$ cat src/rtl/photocell_conditioner.sv
// rtl/photocell_conditioner.sv - photocell sync, debounce and pass-event front end for SBqM (option: STUCK_DETECT_EN)

module photocell_channel #(
    parameter int DB_CYCLES    = 4,
    parameter int DB_W         = 3,
    parameter int STUCK_CYCLES = 200,
    parameter int STUCK_W      = 8
) (
    input  logic clk,
    input  logic reset,
    input  logic raw_i,
    input  logic gate_i,
    output logic level_o,
    output logic pulse_o,
    output logic reject_o,
    output logic stuck_o
);

    localparam logic [DB_W-1:0] DB_LAST = DB_W'(DB_CYCLES - 1);

    typedef enum logic {ST_IDLE, ST_BLOCKED} state_t;

    logic [1:0]      sync_q;
    logic            level_q, level_d;
    logic [DB_W-1:0] db_cnt_q, db_cnt_d;
    logic            toggle;
    logic            allow_event;
    state_t          state_q;
    logic            pulse_q, reject_q;

`ifdef STUCK_DETECT_EN
    localparam logic [STUCK_W-1:0] STUCK_MAX = STUCK_W'(STUCK_CYCLES);

    logic [STUCK_W-1:0] stuck_cnt_q;
    logic               stuck_q;

    // A rise that ends a stuck blockage is an obstruction clearing, not a person
    assign allow_event = ~stuck_q;
    assign stuck_o     = stuck_q;
`else
    assign allow_event = 1'b1;
    // Stuck detection is not built; parameters stay so both builds share one interface
    assign stuck_o     = 1'b0 & (STUCK_CYCLES > 0) & (STUCK_W > 0);
`endif

    // Debounce: count consecutive mismatch cycles, flip the level on the last one
    always_comb begin
        level_d  = level_q;
        db_cnt_d = '0;
        toggle   = 1'b0;
        if (sync_q[1] != level_q) begin
            if (db_cnt_q == DB_LAST) begin
                toggle  = 1'b1;
                level_d = ~level_q;
            end else begin
                db_cnt_d = db_cnt_q + 1'b1;
            end
        end
    end

    // Two-flop synchroniser and debounced level; idle state is beam unbroken
    always_ff @(posedge clk or negedge reset) begin
        if (!reset) begin
            sync_q   <= 2'b11;
            level_q  <= 1'b1;
            db_cnt_q <= '0;
        end else begin
            sync_q   <= {sync_q[0], raw_i};
            level_q  <= level_d;
            db_cnt_q <= db_cnt_d;
        end
    end

    // Channel FSM: a fall arms the channel, the following rise is the pass event
    always_ff @(posedge clk or negedge reset) begin
        if (!reset) begin
            state_q     <= ST_IDLE;
            pulse_q     <= 1'b0;
            reject_q    <= 1'b0;
`ifdef STUCK_DETECT_EN
            stuck_cnt_q <= '0;
            stuck_q     <= 1'b0;
`endif
        end else begin
            pulse_q  <= 1'b0;
            reject_q <= 1'b0;
            case (state_q)
                ST_IDLE: begin
                    if (toggle) begin
                        state_q <= ST_BLOCKED;
                    end
                end
                ST_BLOCKED: begin
                    if (toggle) begin
                        state_q <= ST_IDLE;
                        if (allow_event) begin
                            if (gate_i) begin
                                reject_q <= 1'b1;
                            end else begin
                                pulse_q <= 1'b1;
                            end
                        end
`ifdef STUCK_DETECT_EN
                        stuck_cnt_q <= '0;
                        stuck_q     <= 1'b0;
                    end else if (stuck_cnt_q != STUCK_MAX) begin
                        stuck_cnt_q <= stuck_cnt_q + 1'b1;
                        if (stuck_cnt_q + 1'b1 == STUCK_MAX) begin
                            stuck_q <= 1'b1;
                        end
`endif
                    end
                end
                default: state_q <= ST_IDLE;
            endcase
        end
    end

    assign level_o  = level_q;
    assign pulse_o  = pulse_q;
    assign reject_o = reject_q;

endmodule

module photocell_conditioner #(
    parameter int DB_CYCLES    = 4,
    parameter int DB_W         = 3,
    parameter int STUCK_CYCLES = 200,
    parameter int STUCK_W      = 8
) (
    input  logic clk,
    input  logic reset,
    input  logic a_raw,
    input  logic b_raw,
    input  logic full_flag,
    input  logic empty_flag,
    output logic a_level,
    output logic b_level,
    output logic a_pulse,
    output logic b_pulse,
    output logic a_reject,
    output logic b_reject,
    output logic a_stuck,
    output logic b_stuck
);

    // Entry sensor: an entry into a full queue is rejected
    photocell_channel #(
        .DB_CYCLES(DB_CYCLES), .DB_W(DB_W),
        .STUCK_CYCLES(STUCK_CYCLES), .STUCK_W(STUCK_W)
    ) u_chan_a (
        .clk(clk), .reset(reset), .raw_i(a_raw), .gate_i(full_flag),
        .level_o(a_level), .pulse_o(a_pulse), .reject_o(a_reject), .stuck_o(a_stuck)
    );

    // Exit sensor: an exit from an empty queue is rejected
    photocell_channel #(
        .DB_CYCLES(DB_CYCLES), .DB_W(DB_W),
        .STUCK_CYCLES(STUCK_CYCLES), .STUCK_W(STUCK_W)
    ) u_chan_b (
        .clk(clk), .reset(reset), .raw_i(b_raw), .gate_i(empty_flag),
        .level_o(b_level), .pulse_o(b_pulse), .reject_o(b_reject), .stuck_o(b_stuck)
    );

endmodule

$ cat config.mk
export PLATFORM = sky130hd
export DESIGN_NAME = photocell_conditioner
export DESIGN_NICKNAME = d
export VERILOG_FILES = /design/src/rtl/photocell_conditioner.sv
export SDC_FILE = /design/constraint.sdc
export NUM_CORES = 1
export LEC_CHECK = 0
export CELL_PAD_IN_SITES_DETAIL_PLACEMENT = 1
export CELL_PAD_IN_SITES_GLOBAL_PLACEMENT = 2
export CORE_AREA = 2 2 50 52
export CTS_BUF_LIST = sky130_fd_sc_hd__clkbuf_16
export DETAILED_ROUTE_END_ITERATION = 10
export DIE_AREA = 0 0 52 54
export PLACE_DENSITY_LB_ADDON = 0.1
export RECOVER_POWER = 25
export SYNTH_ARGS = -nofsm -noshare
export SYNTH_HDL_FRONTEND = slang
export SYNTH_SLANG_ARGS = --single-unit
$ cat constraint.sdc
create_clock -name clk -period 1.37 [get_ports clk]
set_clock_uncertainty 0.05 [all_clocks]
set_input_delay 0.274 -clock clk [delete_from_list [all_inputs] [get_ports clk]]
set_output_delay 0.274 -clock clk [all_outputs]
set_load 0.05 [all_outputs]
# Word-level counts from Yosys, hierarchy flattened
# Index checks and enable logic that the tools add are counted.
dict set report op_classes {
  n_addsub 2
  n_eq_ne 4
  mux 26
  bitwise_logic 4
  n_reduce_logical 2
}
# operator n
set ops {}
lappend ops {{1-bit two-way mux} 20}
lappend ops {{3-bit two-way mux} 4}
lappend ops {{3-bit by 1-bit adder with 3-bit output, second input constant} 2}
lappend ops {{3-bit by 2-bit equality test with 1-bit output, second input constant} 2}
lappend ops {{1-bit inverter} 4}
lappend ops {{1-bit one-hot mux with 2 select lines} 2}
lappend ops {{2-bit AND reduction} 2}
lappend ops {{1-bit inequality test} 2}
dict set report word_totals {
  reg_bits 18
  inputBits 6
  word_cells 50
}

# Logic depth before layout (Yosys ltp)
# Gate-level depths: netlist of run 1.
dict set report logic_depth {
  word_depth 5
  depth_mapped 4
  mapped_depth_nobuf 4
}

# Hierarchy
# Synthesis of run 1 repeated with hierarchy kept, for this count alone.
dict set report unflattened {
  hier_cells 54
  area_unflattened_um2 705.7
}
# module n_inst cells_per_inst area_each_um2 seq_area_each_um2
set modules_own_cells {}
lappend modules_own_cells {photocell_channel 2 27 352.8 229.0}

# Least setup slack after synthesis of run 1
# Ideal clock, no wire load.
dict set report synth_path {
  path_type {flip-flop to flip-flop}
  startpoint {register u_chan_a.level_q, in the netlist u_chan_a.level_o}
  endpoint {register u_chan_a.state_q}
  setup_time_ns 0.123
  arrival_ns 1.128
  slack_ns 0.069
  path_stages_with_launch 4
  path_cell_list {dfstp_2 > xor2_2 > nand2b_2 > xnor2_1}
}
dict set report synth_via {
  elab_chain_cells 4
  word_cells_on_any_way 5
  cone_classes {eq/ne: 1; mux: 4}
}
# element line_no
set synth_rtl {}
lappend synth_rtl {{start, declared} 24} ;# logic level_q, level_d;
lappend synth_rtl {{start signal, assigned} 69} ;# level_q <= level_d;
lappend synth_rtl {{1-bit inequality test (*)} 51} ;# if (sync_q[1] != level_q) begin
lappend synth_rtl {{1-bit two-way mux (*)} 51}
lappend synth_rtl {{1-bit two-way mux (on tied branches)} {94, 89}}
lappend synth_rtl {{1-bit one-hot mux with 2 select lines (*)} 87} ;# case (state_q)
lappend synth_rtl {{end signal, assigned} 90} ;# state_q <= ST_BLOCKED;
lappend synth_rtl {{end signal, assigned} 95} ;# state_q <= ST_IDLE;
lappend synth_rtl {{end signal, assigned} 114} ;# default: state_q <= ST_IDLE;
lappend synth_rtl {{end, declared} 28} ;# state_t state_q;
# Every way passes the cells marked *; elsewhere a longest branch is shown, timed or not.
# A chain may end at the register's enable or synchronous reset.

# Worst setup path after layout of run 1
dict set report layout_path {
  startpoint {register u_chan_a.level_q, in the netlist u_chan_a.level_o}
  endpoint {output a_level}
}
# element line_no
set layout_rtl {}
lappend layout_rtl {{end, declared} 137} ;# output logic a_level,
# No word-level cell between the ends.

==> results.toml, run 1 <==
[timing]
finalSetupTns_ns = 0
fin_crit_ns = 1.29
clock.fmax_ghz = 0.777
fin_crit_sh = 0.940
rsz0062_at_grt = "false"
setup_viol = 0
hold_viol = 0
drv_slew = 0

[worst_setup_path]
worst-r2r-setup-slack_ns = 0.14
path_buf_inv = 1
cp.required_ns = 1.05
worstSetupPathType = "flop to output port"
start_kind = "flop"
path_cells = "buf_12"
reg2reg_from = "u_chan_a.level_o"
timing.rr.end = "u_chan_a.state_q"
cpLargestDelayFamily = "flip-flops"
cp-end-kind = "output port"
r2r_cells = 3
arrival_ns = 0.96
cp_max_fo = 3
cp_slowest_cell = "dfstp_2"
critPathMaxStageDelay_ns = 0.58

[synth]
synth.top_cell.area_share = 0.429
yosys.area.top_type = "dfrtp_1"
post-synth-top-count-cell = "dfrtp_1"
synth_warnings = 0
seq_area_frac_synth = 0.655
synthCells = 46
ys_seq_elements = 18
syn_avg_cell_area_um2 = 15.2
synthDistinctLibCells = 20
yosys-top-cells-count = "dfrtp_1, dfstp_2, nand2_1, nor2_1"
synth_area_um2 = 699
synth_edf_count = 0
synth_area_leaders = "dfrtp_1, dfstp_2, ha_1, nor3b_2, mux2_1"
synth_flop_cell = "dfrtp_1"
async_flop_share = 1.00

[power_and_ir_drop]
power_density_mw_per_mm2 = 1950
p_total_mw = 1.91
peakVddDrop_uv = 1160
p_leak_nw = 0.438

[finish]
multi_input_area_um2 = 230
areaGrowthSynthToFinish_pct = 40.1
fillers = 239
finalNetCount = 70
fin_util = 0.422
regArea_um2 = 458
design_area_um2 = 980
diodes = 0
drive_gt1_frac = 0.377

[global_routing]
grtUsageMet2 = 0.118
overflow = 0
use_met3 = 0.0278
grt_pass1_vias = 354
grt_max_degree = 19
grt_usage = 0.0841
use_met1 = 0.111
antenna_found_initial = 0
busiest_layer = "met2"
grt_pass1_wl_um = 1630

[routing]
dr_total_vias = 372
ant_nets = 0
wl_um = 933
drc = 0
first_iter_violations = 4
routedWlPerCell_um = 10.3
first_pass_iters = 2
vias_per_cell = 4.09

[clocking]
clk_pin_slew_ns = 0.05
cts_tree = "done"
cts_root_buffer = "clkbuf_16"
clockBufferDepth = 2
cts_resized = 0
cts_sinks = 18
cts_made_buffers = 3
ctsHoldBuffers = 0
htree_num_levels = 1
post-cts-setup-buffer-count = 0
clkLatencyLatePin_ns = 0.24

[outcome]
status = "complete, no violations"

[placement]
dpl-instance-area_um2 = 903
dp_hpwl_um = 671
gp_congestion = 0.592
io_buffers = 11

[floorplanning]
coreArea_mm2 = 0.00232
fp.dieW_um = 52
start_util = 0.302
std_cell_rows = 18
die-area_mm2 = 0.00281
io-pin-count = 14
die_y_um = 54

[min_path]
hold_path.class = "flop to flop"
hold_path_end = "u_chan_a.sync_q[1]"
min_from = "u_chan_a.sync_q[0]"
hold_path_depth = 0

[job]
max-cap-violations = 0
registers in the layout, indices dropped and copies added, names as in the netlist:
signal and cells:
u_chan_b.reject_o 1, u_chan_b.db_cnt_q 3, u_chan_a.db_cnt_q 3, u_chan_a.state_q 1
u_chan_a.pulse_o 1, u_chan_a.reject_o 1, u_chan_b.pulse_o 1, u_chan_b.state_q 1
u_chan_b.sync_q 2, u_chan_a.level_o 1, u_chan_b.level_o 1, u_chan_a.sync_q 2
through the flow:
step / hold slack [ns] / worst slack, ns / instances
after floorplan: -0.0716 / 0.0695 / 47
after global placement: 0.296 / 0.131 / 87
after detailed placement: 0.300 / 0.141 / 87
after CTS: 0.305 / 0.0735 / 91
after global routing: 0.306 / 0.0605 / 91
final: 0.303 / 0.0822 / 91
layout by cell type (no fill, tap or decap):
master / count
nor2b_4: 1
nand2b_4: 1
and3b_1: 1
xnor2_2: 1
dlygate4sd3_1: 3
ha_1: 2
and3_1: 1
xnor2_1: 2
xor2_2: 1
nand2_1: 3
clkdlybuf4s50_1: 2
clkbuf_16: 3
nor3b_2: 2
nand2b_2: 1
nor2_1: 3
clkbuf_2: 1
nor3_1: 1
buf_12: 6
conb_1: 2
mux2_1: 2
dfstp_2: 6
dfrtp_1: 12
inv_1: 1
nor3b_1: 2
nand2b_1: 1
report_power, final:
group          switching, mW  total [mW]  internal [mW]
clock                  0.173       0.559          0.386
sequential             0.102       0.781          0.679
combinational          0.274       0.574          0.300
total                  0.549        1.91           1.36
layout make-up:
| cell class | count | share of cell area |
|---|---|---|
| timing repair buffer | 12 | 0.179 |
| multi-input combinational | 27 | 0.235 |
| sequential | 18 | 0.467 |
| tap | 30 | 0.0383 |
| clock buffer | 3 | 0.0766 |
| clock inverter | 1 | 0.00383 |
worst max-delay path by stage:
stage | from | to | slack (ns) | cells past startpoint
after floorplan | u_chan_a.level_o | u_chan_a.state_q | 0.07 | 3
after global placement | u_chan_a.level_o | u_chan_a.state_q | 0.13 | 3
after detailed placement | u_chan_a.level_o | u_chan_a.state_q | 0.14 | 3
after CTS | u_chan_a.level_o | a_level | 0.07 | 1
after global routing | u_chan_b.level_o | b_level | 0.06 | 1
final | u_chan_a.level_o | a_level | 0.08 | 1
kinds of logic after synthesis:
kind of cell               share of synthesized area
buffers and inverters                         0.0215
other                                        0.00536
DFF                                            0.655
adders and majority gates                     0.0358
muxes                                         0.0322
xor gates and xnor gates                      0.0716
and+or+nand+nor                                0.179
routing by layer:
layer | vias up | wire length, um
li1 | 173 | -
met1 | 190 | 394
met2 | 7 | 483
met3 | 2 | 48
met4 | 0 | 8
met5 | - | 0
No activity file was read; power rests on OpenSTA's default activity.
==> run 2, diff against run 1 <==
--- a/config.mk
+++ b/config.mk
@@ -7,10 +7,11 @@
 export LEC_CHECK = 0
 export CELL_PAD_IN_SITES_DETAIL_PLACEMENT = 1
 export CELL_PAD_IN_SITES_GLOBAL_PLACEMENT = 2
-export CORE_AREA = 2 2 50 52
+export CORE_AREA = 3 3 56 48
 export CTS_BUF_LIST = sky130_fd_sc_hd__clkbuf_16
+export CTS_CLUSTER_SIZE = 28
 export DETAILED_ROUTE_END_ITERATION = 10
-export DIE_AREA = 0 0 52 54
+export DIE_AREA = 0 0 59 51
 export PLACE_DENSITY_LB_ADDON = 0.1
 export RECOVER_POWER = 25
 export SYNTH_ARGS = -nofsm -noshare
==> run 2 against run 1 <==
Net effect:
- power increased by 1.9%
- global-route usage grew 1.2 points
- final cell count fell by 5.5%
- critical path depth is the same
- setup slack got worse by 0.015 ns
- sequential share of layout area is 0.30 points higher
- clock power rose by 3%
- hold slack improved by 0.0029 ns
- register-to-register slack is essentially flat
- fmax shrank 1.1%
- largest cell class unchanged
==> results.toml, run 2 (same netlist as run 1, synthesis figures left out) <==
[worst_setup_path]
path_buf_inv = 1
cp_max_fo = 3
cp_slowest_cell = "dfstp_2"
cp_num_cells = 1
worst-r2r-setup-slack_ns = 0.13
reg2reg_from = "u_chan_a.level_o"
timing.rr.end = "u_chan_a.state_q"
arrival_ns = 0.98
cpLargestDelayFamily = "flip-flops"
worstSetupPathType = "flop to output port"
crit_path_start = "u_chan_b.level_o"
path_cells = "buf_12"
cp.required_ns = 1.05
cp-end-kind = "output port"
critPathMaxStageDelay_ns = 0.58
worstSetupEndpoint = "b_level"
r2r_cells = 3
start_kind = "flop"

[finish]
final_cell_mix = "dfrtp_1, buf_12, dfstp_2"
diodes = 0
finalNetCount = 70
areaGrowthSynthToFinish_pct = 39.2
drive_gt1_frac = 0.377
fin_util = 0.455
final_common_cell = "dfrtp_1"
largestRegisters = "u_chan_a.db_cnt_q (3), u_chan_b.db_cnt_q (3)"

[routing]
wl_um = 1110
dr_total_vias = 374
drc = 0
routedWlPerCell_um = 12.9
ant_nets = 0
first_iter_violations = 0
first_pass_iters = 1
vias_per_cell = 4.35

[timing]
fin_crit_ns = 1.30
hold_viol = 0
drv_slew = 0
clock.fmax_ghz = 0.768
setup_viol = 0
finalSetupTns_ns = 0
fin_crit_sh = 0.951
rsz0062_at_grt = "false"

[floorplanning]
std_cell_rows = 15
fp.dieW_um = 59
die-area_mm2 = 0.00301
io-pin-count = 14
start_util = 0.327
coreArea_mm2 = 0.00214
die_y_um = 51

[placement]
gp_congestion = 0.653
dp_hpwl_um = 882
io_buffers = 11

[clocking]
cts_root_buffer = "clkbuf_16"
post-cts-setup-buffer-count = 0
htree_num_levels = 1
cts_tree = "done"
clockBufferDepth = 2
cts_resized = 0
cts_made_buffers = 3
cts_sinks = 18
ctsHoldBuffers = 0
clkLatencyLatePin_ns = 0.25
clk_pin_slew_ns = 0.05

[job]
max-cap-violations = 0

[power_and_ir_drop]
power_density_mw_per_mm2 = 2000
peakVddDrop_uv = 1080
p_leak_nw = 0.434

[global_routing]
grt_pass1_vias = 442
overflow = 0
grt_usage = 0.0958
grt_pass1_wl_um = 2000
antenna_found_initial = 0
grt_max_degree = 19
use_met3 = 0.0379
busiest_layer = "met2"
use_met1 = 0.0944
grtUsageMet2 = 0.167

[min_path]
hold_path.class = "flop to flop"

[outcome]
status = "complete, no violations"
[run 2: how the worst min path moves through the flow]
stage               depth (start not counted)              endpoint          startpoint
floorplan                                   0  u_chan_a.db_cnt_q[0]               reset
global placement                            0    u_chan_b.sync_q[1]  u_chan_b.sync_q[0]
detailed placement                          0    u_chan_a.sync_q[1]  u_chan_a.sync_q[0]
CTS                                         2  u_chan_a.db_cnt_q[1]               reset
global route                                0    u_chan_b.sync_q[1]  u_chan_b.sync_q[0]
finish                                      0    u_chan_b.sync_q[1]  u_chan_b.sync_q[0]
[run 2: report_power, final]
part / internal [mW] / total, mW / switching (mW)
logic: 0.301 / 0.584 / 0.283
registers: 0.679 / 0.787 / 0.109
clock network: 0.388 / 0.578 / 0.190
total: 1.37 / 1.95 / 0.582
[run 2: metal layers]
metal,vias to the layer above,wire length (um),share of wire
li1,174,-,-
met1,185,376,0.34
met2,10,640,0.58
met3,5,64,0.058
met4,0,32,0.029
met5,-,0,0
[run 2: layout make-up]
type | count | area [um^2]
Sequential cell | 18 | 458
Clock buffer | 3 | 75.1
Fill cell | 220 | 1170
Tap cell | 25 | 31.3
Multi-Input combinational cell | 27 | 230
Clock inverter | 1 | 3.75
Timing Repair Buffer | 12 | 175
[run 2: metrics by stage]
stage	worst slack, ns	power [mW]	instances	cell area [um^2]	hold slack [ns]
after floorplan	0.0695	1.14	47	703	-0.0716
after global placement	0.197	1.34	82	897	0.296
after detailed placement	0.140	1.39	82	897	0.298
after CTS	0.0571	2.00	86	976	0.306
after global routing	0.0399	2.07	86	973	0.307
final	0.0674	1.95	86	973	0.306
